$ cat src/rtl/pm_pkg.sv
// Shared power-management types: idle monitor state encoding and default thresholds.
package pm_pkg;

    typedef enum logic [1:0] {
        ST_ACTIVE   = 2'b00,
        ST_COUNTING = 2'b01,
        ST_IDLE     = 2'b10,
        ST_DEEP     = 2'b11
    } idle_state_t;

    localparam int DEF_IDLE_THRESH = 8;
    localparam int DEF_DEEP_THRESH = 32;
    localparam int DEF_CNT_W       = 16;

endpackage

$ cat src/rtl/sat_counter.sv
// Saturating up-counter with synchronous clear; clear has priority over increment.
module sat_counter #(
    parameter int W = 16
) (
    input  logic         clk,
    input  logic         reset_n,
    input  logic         clr,
    input  logic         inc,
    output logic [W-1:0] count,
    output logic [W-1:0] count_nxt
);

    logic [W-1:0] count_q;
    logic [W-1:0] count_d;

    always_comb begin
        count_d = count_q;
        if (clr)
            count_d = '0;
        else if (inc && (count_q != {W{1'b1}}))
            count_d = count_q + W'(1);
    end

    always_ff @(posedge clk or negedge reset_n) begin
        if (!reset_n)
            count_q <= '0;
        else
            count_q <= count_d;
    end

    assign count     = count_q;
    // Exposed so the FSM can decide on the value this edge will load.
    assign count_nxt = count_d;

endmodule

$ cat src/rtl/idle_monitor.sv
// Detects sustained quiet periods and drives idle/interrupt into power_management;
// pulses wake_pulse when leaving the prolonged-idle state.
module idle_monitor
    import pm_pkg::*;
#(
    parameter int IDLE_THRESH = DEF_IDLE_THRESH,
    parameter int DEEP_THRESH = DEF_DEEP_THRESH,
    parameter int CNT_W       = DEF_CNT_W
) (
    input  logic             clk,
    input  logic             reset_n,
    input  logic             activity,
    input  logic             wake_req,
    input  logic             pg_down,
    output logic             idle,
    output logic             interrupt,
    output logic             wake_pulse,
    output logic [CNT_W-1:0] idle_cnt,
    output logic [1:0]       state
);

    localparam logic [CNT_W-1:0] IDLE_T = CNT_W'(IDLE_THRESH);
    localparam logic [CNT_W-1:0] DEEP_T = CNT_W'(DEEP_THRESH);

    idle_state_t      state_q, state_d;
    logic             idle_q, interrupt_q, wake_pulse_q;
    logic             ev;
    logic [CNT_W-1:0] cnt_nxt;

    // Activity is meaningless while the power domain is down; only wake_req can exit then.
    assign ev = wake_req | (activity & ~pg_down);

    sat_counter #(.W(CNT_W)) u_cnt (
        .clk       (clk),
        .reset_n   (reset_n),
        .clr       (ev),
        .inc       (~ev),
        .count     (idle_cnt),
        .count_nxt (cnt_nxt)
    );

    always_comb begin
        state_d = state_q;
        if (ev) begin
            state_d = ST_ACTIVE;
        end else begin
            unique case (state_q)
                ST_ACTIVE:   state_d = (cnt_nxt == IDLE_T) ? ST_IDLE : ST_COUNTING;
                ST_COUNTING: if (cnt_nxt == IDLE_T) state_d = ST_IDLE;
                ST_IDLE:     if (cnt_nxt == DEEP_T) state_d = ST_DEEP;
                ST_DEEP:     state_d = ST_DEEP;
                default:     state_d = ST_ACTIVE;
            endcase
        end
    end

    always_ff @(posedge clk or negedge reset_n) begin
        if (!reset_n) begin
            state_q      <= ST_ACTIVE;
            idle_q       <= 1'b0;
            interrupt_q  <= 1'b0;
            wake_pulse_q <= 1'b0;
        end else begin
            state_q      <= state_d;
            idle_q       <= (state_d == ST_IDLE) || (state_d == ST_DEEP);
            interrupt_q  <= (state_d == ST_DEEP);
            wake_pulse_q <= (state_q == ST_DEEP) && ev;
        end
    end

    assign idle       = idle_q;
    assign interrupt  = interrupt_q;
    assign wake_pulse = wake_pulse_q;
    assign state      = state_q;

endmodule

$ cat config.mk
export PLATFORM = sky130hd
export DESIGN_NAME = idle_monitor
export DESIGN_NICKNAME = d
export VERILOG_FILES = /design/src/rtl/pm_pkg.sv /design/src/rtl/sat_counter.sv /design/src/rtl/idle_monitor.sv
export SDC_FILE = /design/constraint.sdc
export NUM_CORES = 1
export LEC_CHECK = 0
export BUFFER_PORTS_ARGS = -buffer_cell sky130_fd_sc_hd__clkbuf_2
export CORE_ASPECT_RATIO = 1.25
export CORE_MARGIN = 8
export CORE_UTILIZATION = 40
export CTS_CLUSTER_DIAMETER = 30
export DETAILED_ROUTE_END_ITERATION = 8
export GPL_ROUTABILITY_DRIVEN = 0
export PLACE_DENSITY_LB_ADDON = 0.12
export SYNTH_ARGS = -nofsm -noshare
export SYNTH_HDL_FRONTEND = slang
export SYNTH_HIERARCHICAL = 1
export SYNTH_SLANG_ARGS = --single-unit
$ cat constraint.sdc
create_clock -name clk -period 2.5 [get_ports clk]
set_input_delay 0.5 -clock clk [delete_from_list [all_inputs] [get_ports clk]]
set_output_delay 0.5 -clock clk [all_outputs]
set_load 0.005 [all_outputs]
# Word-level counts from Yosys, hierarchy flattened
# Index checks and enable logic that the tools add are counted.
dict set report word_totals {
  reg_bits 21
  out_inout_bits 21
  word_cells 29
}
dict set report op_classes {
  addsub 1
  eq_ne 8
  n_mux 7
  n_bitwise 4
  n_reduce_logical 4
}
# cell n
set ops {}
lappend ops {{16-bit two-way mux} 2}
lappend ops {{16-bit by 1-bit adder with 16-bit output, second input constant} 1}
lappend ops {{16-bit by 4-bit equality test with 1-bit output, second input constant} 1}
lappend ops {{16-bit by 6-bit equality test with 1-bit output, second input constant} 1}
lappend ops {{16-bit != test, second input constant} 1}
lappend ops {{2-bit equality test, second input constant} 4}
lappend ops {{2-bit two-way mux} 4}
lappend ops {{2-bit case mux with 4 select lines} 1}
lappend ops {{2-bit by 1-bit equality test with 1-bit output, second input constant} 1}
lappend ops {{1-bit logical AND} 2}
lappend ops {{2-bit logical NOT} 1}
lappend ops {{1-bit NOT} 2}
lappend ops {{1-bit bitwise AND} 1}
lappend ops {{1-bit logical OR} 1}
lappend ops {{1-bit OR} 1}

# Logic depth before layout (Yosys ltp)
dict set report logic_depth {
  depth_word 13
  depth_mapped 10
  ltp_nobuf 10
}

# Modules after synthesis
# Netlist, hierarchy kept.
# mod instances cells_each area_per_inst_um2 seq_area_each_um2
set by_module_without_submodules {}
lappend by_module_without_submodules {sat_counter 1 94 888.4 400.4}
lappend by_module_without_submodules {idle_monitor 1 25 281.5 125.1}

# Worst setup path before layout
# OpenSTA, ideal clock, no wires.
dict set report synth_path {
  path_type {input port to flip-flop}
  from {input pg_down}
  to {register state_q[0] (netlist: state[0])}
  setup_time_ns 0.129
  arrival_time_ns 2.668
  required_ns 2.371
  slack_ns -0.297
  path_stages 10
  cell_sequence {inv_1 -> a21oi_1 -> inv_1 -> nor4_1 -> and4b_1 -> nor3_1 -> nor4_2 -> nand4_2 -> nor4b_2 -> a211oi_1}
}
dict set report synth_between {
  elab_chain_cells 11
}
# element line_no
set synth_rtl {}
lappend synth_rtl {{start: declaration} idle_monitor.sv:14} ;# input logic pg_down,
lappend synth_rtl {{1-bit NOT (*)} idle_monitor.sv:31} ;# assign ev = wake_req | (activity & ~pg_down);
lappend synth_rtl {{1-bit bitwise AND (*)} idle_monitor.sv:31}
lappend synth_rtl {{1-bit OR (*)} idle_monitor.sv:31}
lappend synth_rtl {{1-bit NOT} idle_monitor.sv:37} ;# .inc (~ev),
lappend synth_rtl {{1-bit logical AND} sat_counter.sv:20} ;# else if (inc && (count_q != {W{1'b1}}))
lappend synth_rtl {{16-bit two-way mux} sat_counter.sv:20}
lappend synth_rtl {{16-bit two-way mux (*)} sat_counter.sv:18} ;# if (clr)
lappend synth_rtl {{net cnt_nxt[14]} idle_monitor.sv:28} ;# logic [CNT_W-1:0] cnt_nxt;
lappend synth_rtl {{16-bit by 6-bit equality test with 1-bit output / 16-bit by 4-bit equality test with 1-bit output (equally long branches)} {idle_monitor.sv:50, idle_monitor.sv:48, idle_monitor.sv:49}}
lappend synth_rtl {{2-bit two-way mux, on equally long branches} {idle_monitor.sv:50, idle_monitor.sv:48, idle_monitor.sv:49}}
lappend synth_rtl {{2-bit case mux with 4 select lines (*)} idle_monitor.sv:47} ;# unique case (state_q)
lappend synth_rtl {{2-bit two-way mux (*)} idle_monitor.sv:44} ;# if (ev) begin
lappend synth_rtl {{net state_d[0]} idle_monitor.sv:25} ;# idle_state_t state_q, state_d;
lappend synth_rtl {{end signal: assignment} idle_monitor.sv:64} ;# state_q <= state_d;
lappend synth_rtl {{end: declaration} idle_monitor.sv:25}
# Mark *: on every way through the listed nets, which the timed path passes. The rest lies on a longest branch.

# Worst setup path after layout
dict set report layout_path {
  from {register u_cnt.count_q[1] (netlist: u_cnt/count[1])}
  to {register interrupt_q (netlist: interrupt)}
}
dict set report layout_between {
  elab_chain_cells 9
}
# element line_no
set layout_rtl {}
lappend layout_rtl {{start: declaration} sat_counter.sv:13} ;# logic [W-1:0] count_q;
lappend layout_rtl {{start signal: assignment} sat_counter.sv:28} ;# count_q <= count_d;
lappend layout_rtl {{branches (longest 2 deep; another with 16-bit by 1-bit adder with 16-bit output)} n/a}
lappend layout_rtl {{16-bit two-way mux (*)} sat_counter.sv:20}
lappend layout_rtl {{16-bit two-way mux (*)} sat_counter.sv:18}
lappend layout_rtl {{net cnt_nxt[1]} idle_monitor.sv:28}
lappend layout_rtl {{16-bit by 6-bit equality test with 1-bit output / 16-bit by 4-bit equality test with 1-bit output (equally long branches)} {idle_monitor.sv:50, idle_monitor.sv:48, idle_monitor.sv:49}}
lappend layout_rtl {{2-bit two-way mux, on equally long branches} {idle_monitor.sv:50, idle_monitor.sv:48, idle_monitor.sv:49}}
lappend layout_rtl {{2-bit case mux with 4 select lines (*)} idle_monitor.sv:47}
lappend layout_rtl {{2-bit two-way mux (*)} idle_monitor.sv:44}
lappend layout_rtl {{2-bit equality test (*)} idle_monitor.sv:66} ;# interrupt_q <= (state_d == ST_DEEP);
lappend layout_rtl {{end signal: assignment} idle_monitor.sv:66}
lappend layout_rtl {{end: declaration} idle_monitor.sv:26} ;# logic idle_q, interrupt_q, wake_pulse_q;
# Mark *: on every way through the listed nets, which the timed path passes.

==> results.json <==
{
  "status": "complete, but fails checks",
  "violations": "negative setup slack",
  "worstHoldPathType": "input pin to asynchronous set/reset pin",
  "final_cell_area_mm2": 0.00177,
  "grt_pass1_vias": 1269,
  "synth_top_area_cell": "dfrtp_1",
  "use_met1": 0.160,
  "synth_warnings": 6,
  "seqPwrFrac": 0.589,
  "portBuffers": 25,
  "cts_hold_buffers": 0,
  "nets": 198,
  "utilization": 0.619,
  "postPlaceCellArea_mm2": 0.00161,
  "power_density_mw_per_mm2": 330,
  "timing.final.ws_setup_ns": -0.176,
  "dr.first_iter.drc_count": 37,
  "routed_wl_mm": 3.72,
  "clock.fmax_mhz": 374,
  "avgSynthCellArea_um2": 9.83,
  "areaGrowthSynthToFinish_pct": 51.4,
  "dp_hpwl_mm": 2.71,
  "grt_max_degree": 22,
  "ir_worst_vdd_mv": 0.372,
  "finalSetupTns_ns": -0.658,
  "hold_viol_final": 0,
  "mostFrequentLayoutCell": "buf_4",
  "placed_cells": 213,
  "drc_errors": 0,
  "die_w_um": 64.4,
  "syn_inst": 119,
  "p_clk_frac": 0.284,
  "diodes": 0,
  "worstSetupEndpointType": "register",
  "internal_power_mw": 0.439,
  "clockBufferDepth": 2,
  "path_max_fanout": 3,
  "final_cells": 227,
  "power_switching_mw": 0.146,
  "synthFlopType": "dfrtp_1",
  "clock_skew_ns": 0.00661,
  "synth_top_area_frac": 0.449,
  "cts.sinks": 21,
  "die-area_mm2": 0.00492,
  "drive_gt1_frac": 0.476,
  "p_total_mw": 0.585,
  "timing.final.crit_share": 1.07,
  "drt_first_pass_iters": 5,
  "drtAntennaViolNets": 0,
  "antenna_found_initial": 0,
  "vias": 1233,
  "htree_levels": 1,
  "drv_cap": 0,
  "met3_usage": 0.0368,
  "ys_ff_latch": 21,
  "synth_nets": 125,
  "use_met2": 0.268,
  "rsz0062_at_grt": "true",
  "core_mm2": 0.00286,
  "yosysSeqAreaShare": 0.449,
  "synth_area_mm2": 0.00117,
  "cts_tree": "built",
  "async_flop_share": 1.00,
  "wl_per_cell_um": 16.4,
  "p_sw_frac": 0.250,
  "root_buffer": "clkbuf_4",
  "relSlewSlack": 0.630,
  "setup_viol": 4,
  "num_rows": 22,
  "cts_inserted_buffers": 3,
  "critPathLaunchType": "register",
  "max_slew.worst_pin.slew_ns": 0.555,
  "die_h_um": 76.5,
  "p_leak_nw": 0.857,
  "synth.area.top_cells": "dfrtp_1, a21oi_1, nor4_2",
  "ios": 26,
  "insertion_delay_ns": 0.31,
  "grt_pass1_wl_mm": 6.00,
  "period_minus_slack_ns": 2.68,
  "layout_common_cells": "buf_4, clkbuf_2, dfrtp_1",
  "overflow": 0,
  "clk_pin_slew_ns": 0.12,
  "busiest_layer": "met2",
  "critPathKind": "register to register",
  "finalMaxSlewViolations": 0,
  "synth_edf_count": 0,
  "combPwrFrac": 0.127,
  "via_per_inst": 5.43,
  "arrival_ns": 2.92,
  "grt_usage": 0.149,
  "start_util": 0.409,
  "yosysUniqueCellTypes": 37,
  "cp.required_ns": 2.75
}
routing by layer:
layer  share of wire  vias up
met3           0.040        6
met5               0        -
met4           0.011        0
met2            0.56       27
li1                -      598
met1            0.39      602
final timing paths:
path,cells after the start,endpoint,start,slack (ns)
min reg2reg,1,wake_pulse,state[0],0.61
max in group asynchronous,1,u_cnt/count[3],reset_n,1.98
max reg2reg,11,interrupt,u_cnt/count[1],-0.18
min in group clk,1,wake_pulse,state[0],0.61
max,11,interrupt,u_cnt/count[1],-0.18
min,1,u_cnt/count[8],reset_n,0.15
through the flow:
step	setup WS (ns)	hold WS, ns
after floorplan	0.0126	0.204
after detailed placement	-0.248	0.518
final	-0.176	0.154
after global placement	-0.170	0.508
after global routing	-0.347	0.193
after CTS	-0.0412	0.167
synthesized netlist by cell type, types with 4 or more instances:
cell,count
nor4_2,4
or4_1,4
o31ai_1,4
nor2_1,6
nand2_1,7
a21oi_1,10
nand4_1,4
dfrtp_1,21
nand3_1,4
a211oi_1,4
inv_1,7
o21ai_0,5
nor3_1,7
flip-flops by register name, summed over array words and instances (netlist names):
register,flops
wake_pulse,1
state,2
u_cnt/count,16
interrupt,1
idle,1
area by class of cell:
cell class / count / area, um2
tap: 36 / 45.0
inverter: 7 / 26.3
sequential: 21 / 526
clock buffer: 4 / 26.3
fill: 263 / 1090
timing repair buffer: 71 / 478
multi-input combinational: 88 / 671
critical path, stage by stage (launching register included):
cell	delay, ns
dfrtp_1	0.39
ha_2	0.22
nand4_1	0.12
buf_4	0.18
o41ai_4	0.34
mux2i_1	0.25
nor2_1	0.09
nor4_2	0.35
nand4_2	0.20
buf_6	0.17
nor3_1	0.14
o211a_1	0.17
cell families after synthesis:
| kind of cell | after synthesis | synth area share |
|---|---|---|
| mux | 2 | 0.0171 |
| xor+xnor | 1 | 0.00749 |
| flops | 21 | 0.449 |
| buf+inv | 10 | 0.0353 |
| simple gates | 54 | 0.302 |
| fa+ha+maj | 1 | 0.0107 |
| compound gates | 30 | 0.179 |
power by group through the flow:
stage	Clock (mW)	Sequential, mW	Combinational, mW
finish	0.166	0.345	0.0740
global route	0.183	0.345	0.0807
CTS	0.179	0.345	0.0622
global placement	0	0.351	0.0584
floorplan	0	0.352	0.0234
detailed placement	0	0.351	0.0597
what timing repair did:
item / in CTS / in global routing
setup endpoints to repair: 4 / 4
setup buffers: 2 / 7
cloned: 0 / 1
resized for setup: 2 / 8
pin swaps: 4 / 11
(Power assumes the default switching activity.)
